$ cat src/rtl/cache_exerciser.sv
// Cache test engine: writes an address-derived pattern over a strided word range,
// reads it back, and counts mismatches against the same pattern.
module cache_exerciser #(
  parameter logic [31:0] START_ADDRESS = 32'h0000_0000,
  parameter int unsigned ADDR_STEP     = 4,
  parameter int unsigned WORD_COUNT    = 16,
  parameter logic [31:0] PATTERN_SEED  = 32'hA5A5_0000
) (
  input  logic        clk,
  input  logic        rst,
  input  logic        start,
  input  logic [1:0]  mode,
  input  logic        br_busy,
  output logic [31:0] address,
  output logic [31:0] data_in,
  output logic [3:0]  write_enable,
  input  logic [31:0] data_out,
  input  logic        data_out_ready,
  input  logic        busy,
  output logic        active,
  output logic        done,
  output logic        pass,
  output logic [15:0] error_count,
  output logic [31:0] fail_address
);

  typedef enum logic [2:0] {
    IDLE, WAIT_INIT, WR_ISSUE, WR_WAIT, RD_ISSUE, RD_WAIT, FINISH
  } state_t;

  localparam logic [31:0] STEP     = 32'(ADDR_STEP);
  localparam logic [15:0] LAST_IDX = 16'(WORD_COUNT - 1);

  state_t      state;
  logic        do_write;
  logic        do_read;
  logic [15:0] word_idx;

  logic        last_word;
  logic [31:0] next_address;
  logic        mismatch;

  assign last_word    = (word_idx == LAST_IDX);
  assign next_address = address + STEP;
  assign mismatch     = (data_out != (address ^ PATTERN_SEED));

  // NOTE: all state and outputs are assigned with <= so every read in this block
  // sees the value from before the clock edge, independent of statement order.
  always_ff @(posedge clk) begin
    if (rst) begin
      state        <= IDLE;
      do_write     <= 1'b0;
      do_read      <= 1'b0;
      word_idx     <= '0;
      address      <= START_ADDRESS;
      data_in      <= '0;
      write_enable <= '0;
      active       <= 1'b0;
      done         <= 1'b0;
      pass         <= 1'b0;
      error_count  <= '0;
      fail_address <= '0;
    end else begin
      case (state)
        IDLE: begin
          done <= 1'b0;
          if (start) begin
            state        <= WAIT_INIT;
            do_write     <= (mode != 2'd1);
            do_read      <= (mode != 2'd0);
            word_idx     <= '0;
            address      <= START_ADDRESS;
            error_count  <= '0;
            fail_address <= '0;
            pass         <= 1'b0;
            active       <= 1'b1;
          end
        end

        WAIT_INIT: begin
          if (!br_busy && !busy) begin
            if (do_write) begin
              state        <= WR_ISSUE;
              write_enable <= 4'b1111;
              data_in      <= address ^ PATTERN_SEED;
            end else begin
              state <= RD_ISSUE;
            end
          end
        end

        WR_ISSUE: begin
          write_enable <= 4'b0000;
          state        <= WR_WAIT;
        end

        WR_WAIT: begin
          if (!busy) begin
            if (!last_word) begin
              // Next write is issued straight away with its pattern precomputed.
              word_idx     <= word_idx + 16'd1;
              address      <= next_address;
              data_in      <= next_address ^ PATTERN_SEED;
              write_enable <= 4'b1111;
              state        <= WR_ISSUE;
            end else if (do_read) begin
              word_idx <= '0;
              address  <= START_ADDRESS;
              state    <= RD_ISSUE;
            end else begin
              done  <= 1'b1;
              pass  <= 1'b1;
              state <= FINISH;
            end
          end
        end

        RD_ISSUE: state <= RD_WAIT;

        RD_WAIT: begin
          if (data_out_ready && !busy) begin
            if (mismatch) begin
              if (error_count == 16'd0) fail_address <= address;
              if (error_count != 16'hFFFF) error_count <= error_count + 16'd1;
            end
            if (last_word) begin
              // Fold in this final comparison so pass is valid alongside done.
              done  <= 1'b1;
              pass  <= (error_count == 16'd0) && !mismatch;
              state <= FINISH;
            end else begin
              word_idx <= word_idx + 16'd1;
              address  <= next_address;
              state    <= RD_ISSUE;
            end
          end
        end

        FINISH: begin
          done   <= 1'b0;
          active <= 1'b0;
          state  <= IDLE;
        end

        default: state <= IDLE;
      endcase
    end
  end

endmodule
$ cat config.mk
export PLATFORM = sky130hd
export DESIGN_NAME = cache_exerciser
export DESIGN_NICKNAME = d
export VERILOG_FILES = /design/src/rtl/cache_exerciser.sv
export SDC_FILE = /design/constraint.sdc
export NUM_CORES = 1
export LEC_CHECK = 0
export CORE_UTILIZATION = 29
export DETAILED_ROUTE_END_ITERATION = 6
export REMOVE_ABC_BUFFERS = 1
export SKIP_CTS_REPAIR_TIMING = 1
export SKIP_LAST_GASP = 1
export SYNTH_ARGS = -nofsm -noshare
export SYNTH_HDL_FRONTEND = slang
export SYNTH_SLANG_ARGS = --single-unit
$ cat constraint.sdc
create_clock -name clk -period 2.98 [get_ports clk]
set_clock_uncertainty 0.05 [all_clocks]
set_input_delay 0.596 -clock clk [delete_from_list [all_inputs] [get_ports clk]]
set_output_delay 0.596 -clock clk [all_outputs]
set_load 0.1 [all_outputs]
==> metrics.yaml <==
outcome:
  status: "complete, no violations"
global_route:
  first_global_vias: 7081
  grt_max_degree: 84
  antenna_found_initial: 0
  grt_usage: 0.209
  grt_pass1_wl_um: 40000
  overflow: 0
worst_setup_path:
  rrSetupSlack_ns: 0.35
  critPathCaptureType: "register"
  r2r-start: "state[1]"
  critPathLaunchType: "input pin"
  worstPathArrival_ns: 2.96
  path_class: "in -> reg"
  r2r_cells: 7
  reg2reg_to: "fail_address[8]"
  worstPathMaxFanout: 14
  critPathRequiredTime_ns: 3.22
route:
  routed_wl_um: 25400
  dr.pass1.iters: 5
  drt-wirelength-per-cell_um: 18.3
  drc: 0
  avgViaCountPerCell: 5.34
  postRouteAntennaNets: 0
  num_vias: 7402
  drtIter0Drc: 722
power:
  p_comb_frac: 0.108
  switchingPower_w: 0.00117
  internal-power_w: 0.00317
  ir_drop_v: 0.000279
  switching_share: 0.269
  leakagePower_nw: 3.50
  p_seq_frac: 0.415
  power.density_nw_per_um2: 456
  clockPowerShare: 0.477
  power_w: 0.00434
worst_hold_path:
  min-delay-start: "data_in[23]"
  min_to: "data_in[23]"
  hold_path.class: "reg -> reg"
  worstHoldPathCells: 2
final_layout:
  drive_gt1_frac: 0.219
  finish.instance_area_um2: 9530
  antennaDiodeCount: 0
  finish.net_count: 1098
  fillCellCount: 2470
  regArea_um2: 2640
  multiInputGateArea_um2: 4010
  syn_to_final_growth_pct: 35.1
synth:
  ys_types: 60
  synthCells: 891
  yosysSeqAreaShare: 0.374
  syn-mean-instance-area_um2: 7.92
  synthArstFlopShare: 0
  synth_top_area_frac: 0.374
  synth_area_um2: 7060
  yosys.area.top_type: "dfxtp_1"
  synth_edf_count: 0
  synth-main-ff-cell: "dfxtp_1"
  synth_seq_cells: 132
  synthTopCellsByArea: "dfxtp_1 (37%), a21oi_1 (5.0%), xor2_1 (5.0%)"
  ys_warn_count: 0
sta:
  finalHoldViolCount: 0
  fmax_mhz: 368
  fin_crit_sh: 0.911
  slew_violations: 0
  worstMarginPinSlew_ns: 1.20
  setup_viol: 0
  hold-worst-slack_ns: 0.412
  finalCriticalPeriod_ns: 2.72
  tns_ns: 0
  rsz0062_at_grt: "no"
  relSlewSlack: 0.200
die:
  die-width_um: 158
  coreArea_um2: 23700
  die_area_um2: 25000
  io_pins: 159
  rows: 56
  start_util: 0.298
  die_h_um: 158
placed_design:
  dpl-instance-area_um2: 8960
  io_buffers: 154
  post-dp-hpwl_um: 18300
  gp_congestion: 0.902
cts:
  cts-htree-levels: 4
  cts_buffers: 17
  cts_tree: "built"
  cts_root_buf: "clkbuf_16"
  clk_latency_ns: 0.43
  cts.clk_slew.worst_paths_ns: 0.06
  clock_path_buffers: 2
  clock_sinks: 132
flow_run:
  maxCapViolCount: 0
==> power by group through the flow <==
stage               registers, W  logic (W)  clock network [W]
floorplan                0.00194   0.000154                  0
global placement         0.00184   0.000465                  0
detailed placement       0.00184   0.000467                  0
CTS                      0.00180   0.000468            0.00209
global route             0.00181   0.000500            0.00217
finish                   0.00180   0.000469            0.00207
==> worst max-delay path: stages <==
cell and delay, ns:
clkdlybuf4s50_1 0.51, xnor2_1 0.18, or4_1 0.51, or4_1 0.46
o21a_1 0.32, buf_12 0.20, nand4_1 0.09, a21oi_1 0.07
==> registers in the layout, indices dropped and copies added (netlist names) <==
signal        cells
active            1
fail_address     31
done              1
pass              1
address          30
do_read           1
data_in          30
error_count      16
write_enable      1
do_write          1
word_idx         16
state             3
==> stage by stage <==
step	util	setup slack (ns)	instances
after floorplan	-	-1.31	809
after global placement	0.379	-0.0763	1354
after detailed placement	0.379	-0.141	1354
after CTS	0.403	0.290	1386
after global routing	0.403	0.120	1386
final	0.403	0.264	1386
==> how the worst max path moves through the flow <==
stage | start | endpoint | slack (ns) | cells after the start
2_1_floorplan | word_idx[0] | data_in[3] | -1.31 | 6
3_3_place_gp | data_out[23] | fail_address[19] | -0.08 | 8
3_5_place_dp | data_out[23] | fail_address[8] | -0.14 | 8
4_1_cts | data_out[23] | fail_address[8] | 0.29 | 8
5_1_grt | error_count[0] | fail_address[4] | 0.12 | 7
6_report | data_out[23] | fail_address[8] | 0.26 | 8
==> cell usage after synthesis, types with 16 or more instances <==
| master | instances |
|---|---|
| xnor2_1 | 35 |
| a21oi_1 | 71 |
| nand3_1 | 25 |
| nand4_1 | 42 |
| clkbuf_1 | 60 |
| nor3_1 | 21 |
| nor4_1 | 31 |
| nand2_1 | 76 |
| xor2_1 | 40 |
| o21ai_0 | 58 |
| nor2_1 | 79 |
| a211oi_1 | 25 |
| and3_1 | 16 |
| dfxtp_1 | 132 |
==> cell usage in the layout (no fill, tap or decap), types with 12 or more instances in the layout <==
| master | Yosys | layout |
|---|---|---|
| clkdlybuf4s50_1 | 0 | 38 |
| a21oi_1 | 71 | 71 |
| nand4_1 | 42 | 42 |
| nor3_1 | 21 | 19 |
| dfxtp_1 | 132 | 132 |
| nor4_1 | 31 | 31 |
| a211oi_1 | 25 | 25 |
| o21ai_0 | 58 | 58 |
| xnor2_1 | 35 | 35 |
| or3_1 | 15 | 15 |
| inv_1 | 12 | 12 |
| nand2_1 | 76 | 76 |
| clkbuf_16 | 0 | 17 |
| nand3_1 | 25 | 25 |
| and3_1 | 16 | 16 |
| xor2_1 | 40 | 40 |
| buf_4 | 8 | 181 |
| nor2_1 | 79 | 78 |
==> cell type report <==
class / instances / share of cell area
Clock buffer: 20 / 0.0458
Sequential cell: 132 / 0.277
Multi-Input combinational cell: 664 / 0.421
Inverter: 13 / 0.00512
Timing Repair Buffer: 226 / 0.196
Tap cell: 319 / 0.0419
Clock inverter: 12 / 0.0138
==> cells by family after synthesis <==
kind of cell,after synthesis,share of synthesized area
compound gates,219,0.192
xor+xnor,75,0.0931
fa+ha+maj,4,0.00709
flops,132,0.374
mux,1,0.00160
buf+inv,98,0.0612
simple gates,361,0.270
other cells,1,0.000531
==> per-layer routing <==
layer | GRT usage | routed length, µm | up-vias
li1 | - | - | 3558
met1 | 0.277 | 11400 | 3541
met2 | 0.336 | 12000 | 270
met3 | 0.0446 | 1630 | 33
met4 | 0.0664 | 407 | 0
met5 | 0 | 0 | -
No activity file was read; power rests on OpenSTA's default activity.
==> RTL edit: new RTL, config.mk and constraints unchanged <==
Re-encode `state_t` (7 states) as one-hot, 7 bits wide.
--- a/src/rtl/cache_exerciser.sv
+++ b/src/rtl/cache_exerciser.sv
@@ -24,8 +24,8 @@
   output logic [31:0] fail_address
 );
 
-  typedef enum logic [2:0] {
-    IDLE, WAIT_INIT, WR_ISSUE, WR_WAIT, RD_ISSUE, RD_WAIT, FINISH
+  typedef enum logic [6:0] {
+    IDLE = 7'b0000001, WAIT_INIT = 7'b0000010, WR_ISSUE = 7'b0000100, WR_WAIT = 7'b0001000, RD_ISSUE = 7'b0010000, RD_WAIT = 7'b0100000, FINISH = 7'b1000000
   } state_t;
 
   localparam logic [31:0] STEP     = 32'(ADDR_STEP);
Behaviour: no difference found for any inputs over 4 cycles, from zero or initial values and one cycle with rst high; so few cycles prove little.
==> RTL edit against the unedited design <==
  * Synthesized area up 5.3%
  * Setup slack gained 0.24 ns
  * Register-to-register slack better by 0.16 ns
  * Power rose by 15%
  * Cell area grew 4.5%
  * Core utilization decreased by 0.68 points
  * Sequential cell count grew 4
  * Routed wire length is 1.2% higher
  * Worst hold slack worse by 0.020 ns
  * Via count is 4.0% higher
  * Sequential share of layout area decreased by 0.40 points
  * Maximum frequency increased by 9.8%
  * Cell count increased by 3.5%
==> RTL edit: results (changes against the unedited design) <==
| Metric | Value |
|---|---|
| Crit path launch | `state[0]$_SDFFE_PP1P_` |
| RePlAce Congestion | `0.844 (-6.5%)` |
| Status | `complete, no violations` |
| Met1 usage | `26.4% (-1.3 points)` |
| CTS buffer count | `17 (unchanged)` |
| Met1 Routed Length | `11.8 mm (+4.4%)` |
| Seq pwr share | `37.6% (-3.9 points)` |
| Dpl ws | `0.135 ns (+0.276 ns)` |
| Met2 GRT Util | `31.2% (-2.4 points)` |
| Clock Latency Late Sink | `0.43 ns (about the same)` |
| P_int | `3.55 mW (+12%)` |
| Reg2Reg Depth | `9 (+2)` |
| Hold crit path type | `reg -> reg` |
| WHS Path Cells | `2 (unchanged)` |
| CP Capture Point | `address[21]$_SDFFE_PP0P_` |
| VDD IR-drop max | `309 uV (+11%)` |
| # H-tree levels | `4 (unchanged)` |
| Flop2flop setup slack | `0.51 ns (+0.16 ns)` |
| Max layer used | `met4` |
| Layout Nets | `1135 (+3.4%)` |
| Router iterations before antenna repair | `5 (unchanged)` |
| Synth cell count leaders | `dfxtp_1 (136), nand2_1 (103), nor2_1 (79), clkbuf_1 (59), a21oi_1 (54)` |
| Post-synthesis cell type count | `58 (-3.3%)` |
| Slew margin rel. | `58.5% (+39 points)` |
| Met2 Wirelength | `11.7 mm (-2.9%)` |
| First-pass GRT wire length | `40.6 mm (+1.5%)` |
| Vias/cell | `5.37 (+0.54%)` |
| Met3 WL | `1.38 mm (-16%)` |
| Total GRT Usage | `19.8% (-1.1 points)` |
| Initial antenna violation count | `0 (unchanged)` |
| Synth top area cells | `dfxtp_1 (37%), nand2_1 (5.2%), xnor2_1 (4.1%)` |
| Met3 Use GR | `2.96% (-1.5 points)` |
| Filler cells | `2567 (+3.9%)` |
| Clock Power Share | `46.0% (-1.7 points)` |
| Min Tclk post-route | `2.47 ns (-0.242 ns)` |
| Vias in the first global route | `7317 (+3.3%)` |
| Largest buffer count on any clock path | `2 (unchanged)` |
| Worst-path fanout max | `26 (+12)` |
| Placed wire-length estimate | `18.0 mm (-1.4%)` |
| Worst endpoint data arrival time | `2.75 ns (-0.21 ns)` |
| Yosys warns | `0 (unchanged)` |
| Leak Pwr | `3.44 nW (-1.8%)` |
| Port buffer count | `154 (unchanged)` |
| Largest net degree at the start of global routing | `83 (-1.2%)` |
| Root buffer cell | `clkbuf_16` |
| Placed Instance Area | `9330 um^2 (+4.1%)` |
| Sw Pwr | `1.45 mW (+24%)` |
| Layout cells sized above 1 | `21.1% (-0.83 points)` |
| Sequential area share after synthesis | `36.6% (-0.81 points)` |
| Routed WL | `25.7 mm (+1.2%)` |
| Top flop regs | `fail_address: 31 flops, address: 30 flops, data_in: 30 flops` |
| Initial detailed-routing violation count | `487 (-33%)` |
==> RTL edit: worst max-delay path, stage by stage (launching register included) <==
cell and delay (ns):
dfxtp_1 0.40, nor4_2 0.30, buf_4 0.17, and2_1 0.13, buf_4 0.35, o21ai_1 0.19, nor2_2 0.16, buf_12 0.20
a31oi_1 0.10, a311oi_1 0.31
==> RTL edit: layout make-up <==
cell class	count	area, um^2	area share, %
clock buffer	18	439	4.41
clock inverter	14	195	1.96
inverter	11	41.3	0.414
multi-input combinational	699	4260	42.8
sequential	136	2720	27.3
tap	330	413	4.14
timing repair buffer	226	1890	19.0
==> RTL edit: how the worst min path moves through the flow <==
stage                              startpoint                         to  slack, ns
CTS                         done$_SDFFE_PP0P_          done$_SDFFE_PP0P_       0.40
detailed placement          done$_SDFFE_PP0P_          done$_SDFFE_PP0P_       0.39
finish                      done$_SDFFE_PP0P_          done$_SDFFE_PP0P_       0.39
floorplan           word_idx[15]$_SDFFE_PP0P_  word_idx[15]$_SDFFE_PP0P_       0.39
global route                done$_SDFFE_PP0P_          done$_SDFFE_PP0P_       0.43
global placement            done$_SDFFE_PP0P_          done$_SDFFE_PP0P_       0.39
==> RTL edit: cells by family (layout without fill, tap and decap cells) <==
family / Yosys count / in the layout / synth area share, %
buffers and inverters: 109 / 269 / 6.40
XOR/XNOR: 57 / 57 / 6.72
flip-flops: 136 / 136 / 36.6
adder cells (fa/ha/maj): 4 / 4 / 0.673
AO/OA/AOI/OAI: 229 / 229 / 21.7
AND/OR/NAND/NOR: 405 / 405 / 27.8
other: 1 / 4 / 0.0505
==> RTL edit: stage by stage <==
step,cells,util [%]
after floorplan,846,-
after global placement,1402,37.1
after detailed placement,1402,37.1
after CTS,1434,39.6
after global routing,1434,39.6
final,1434,39.6
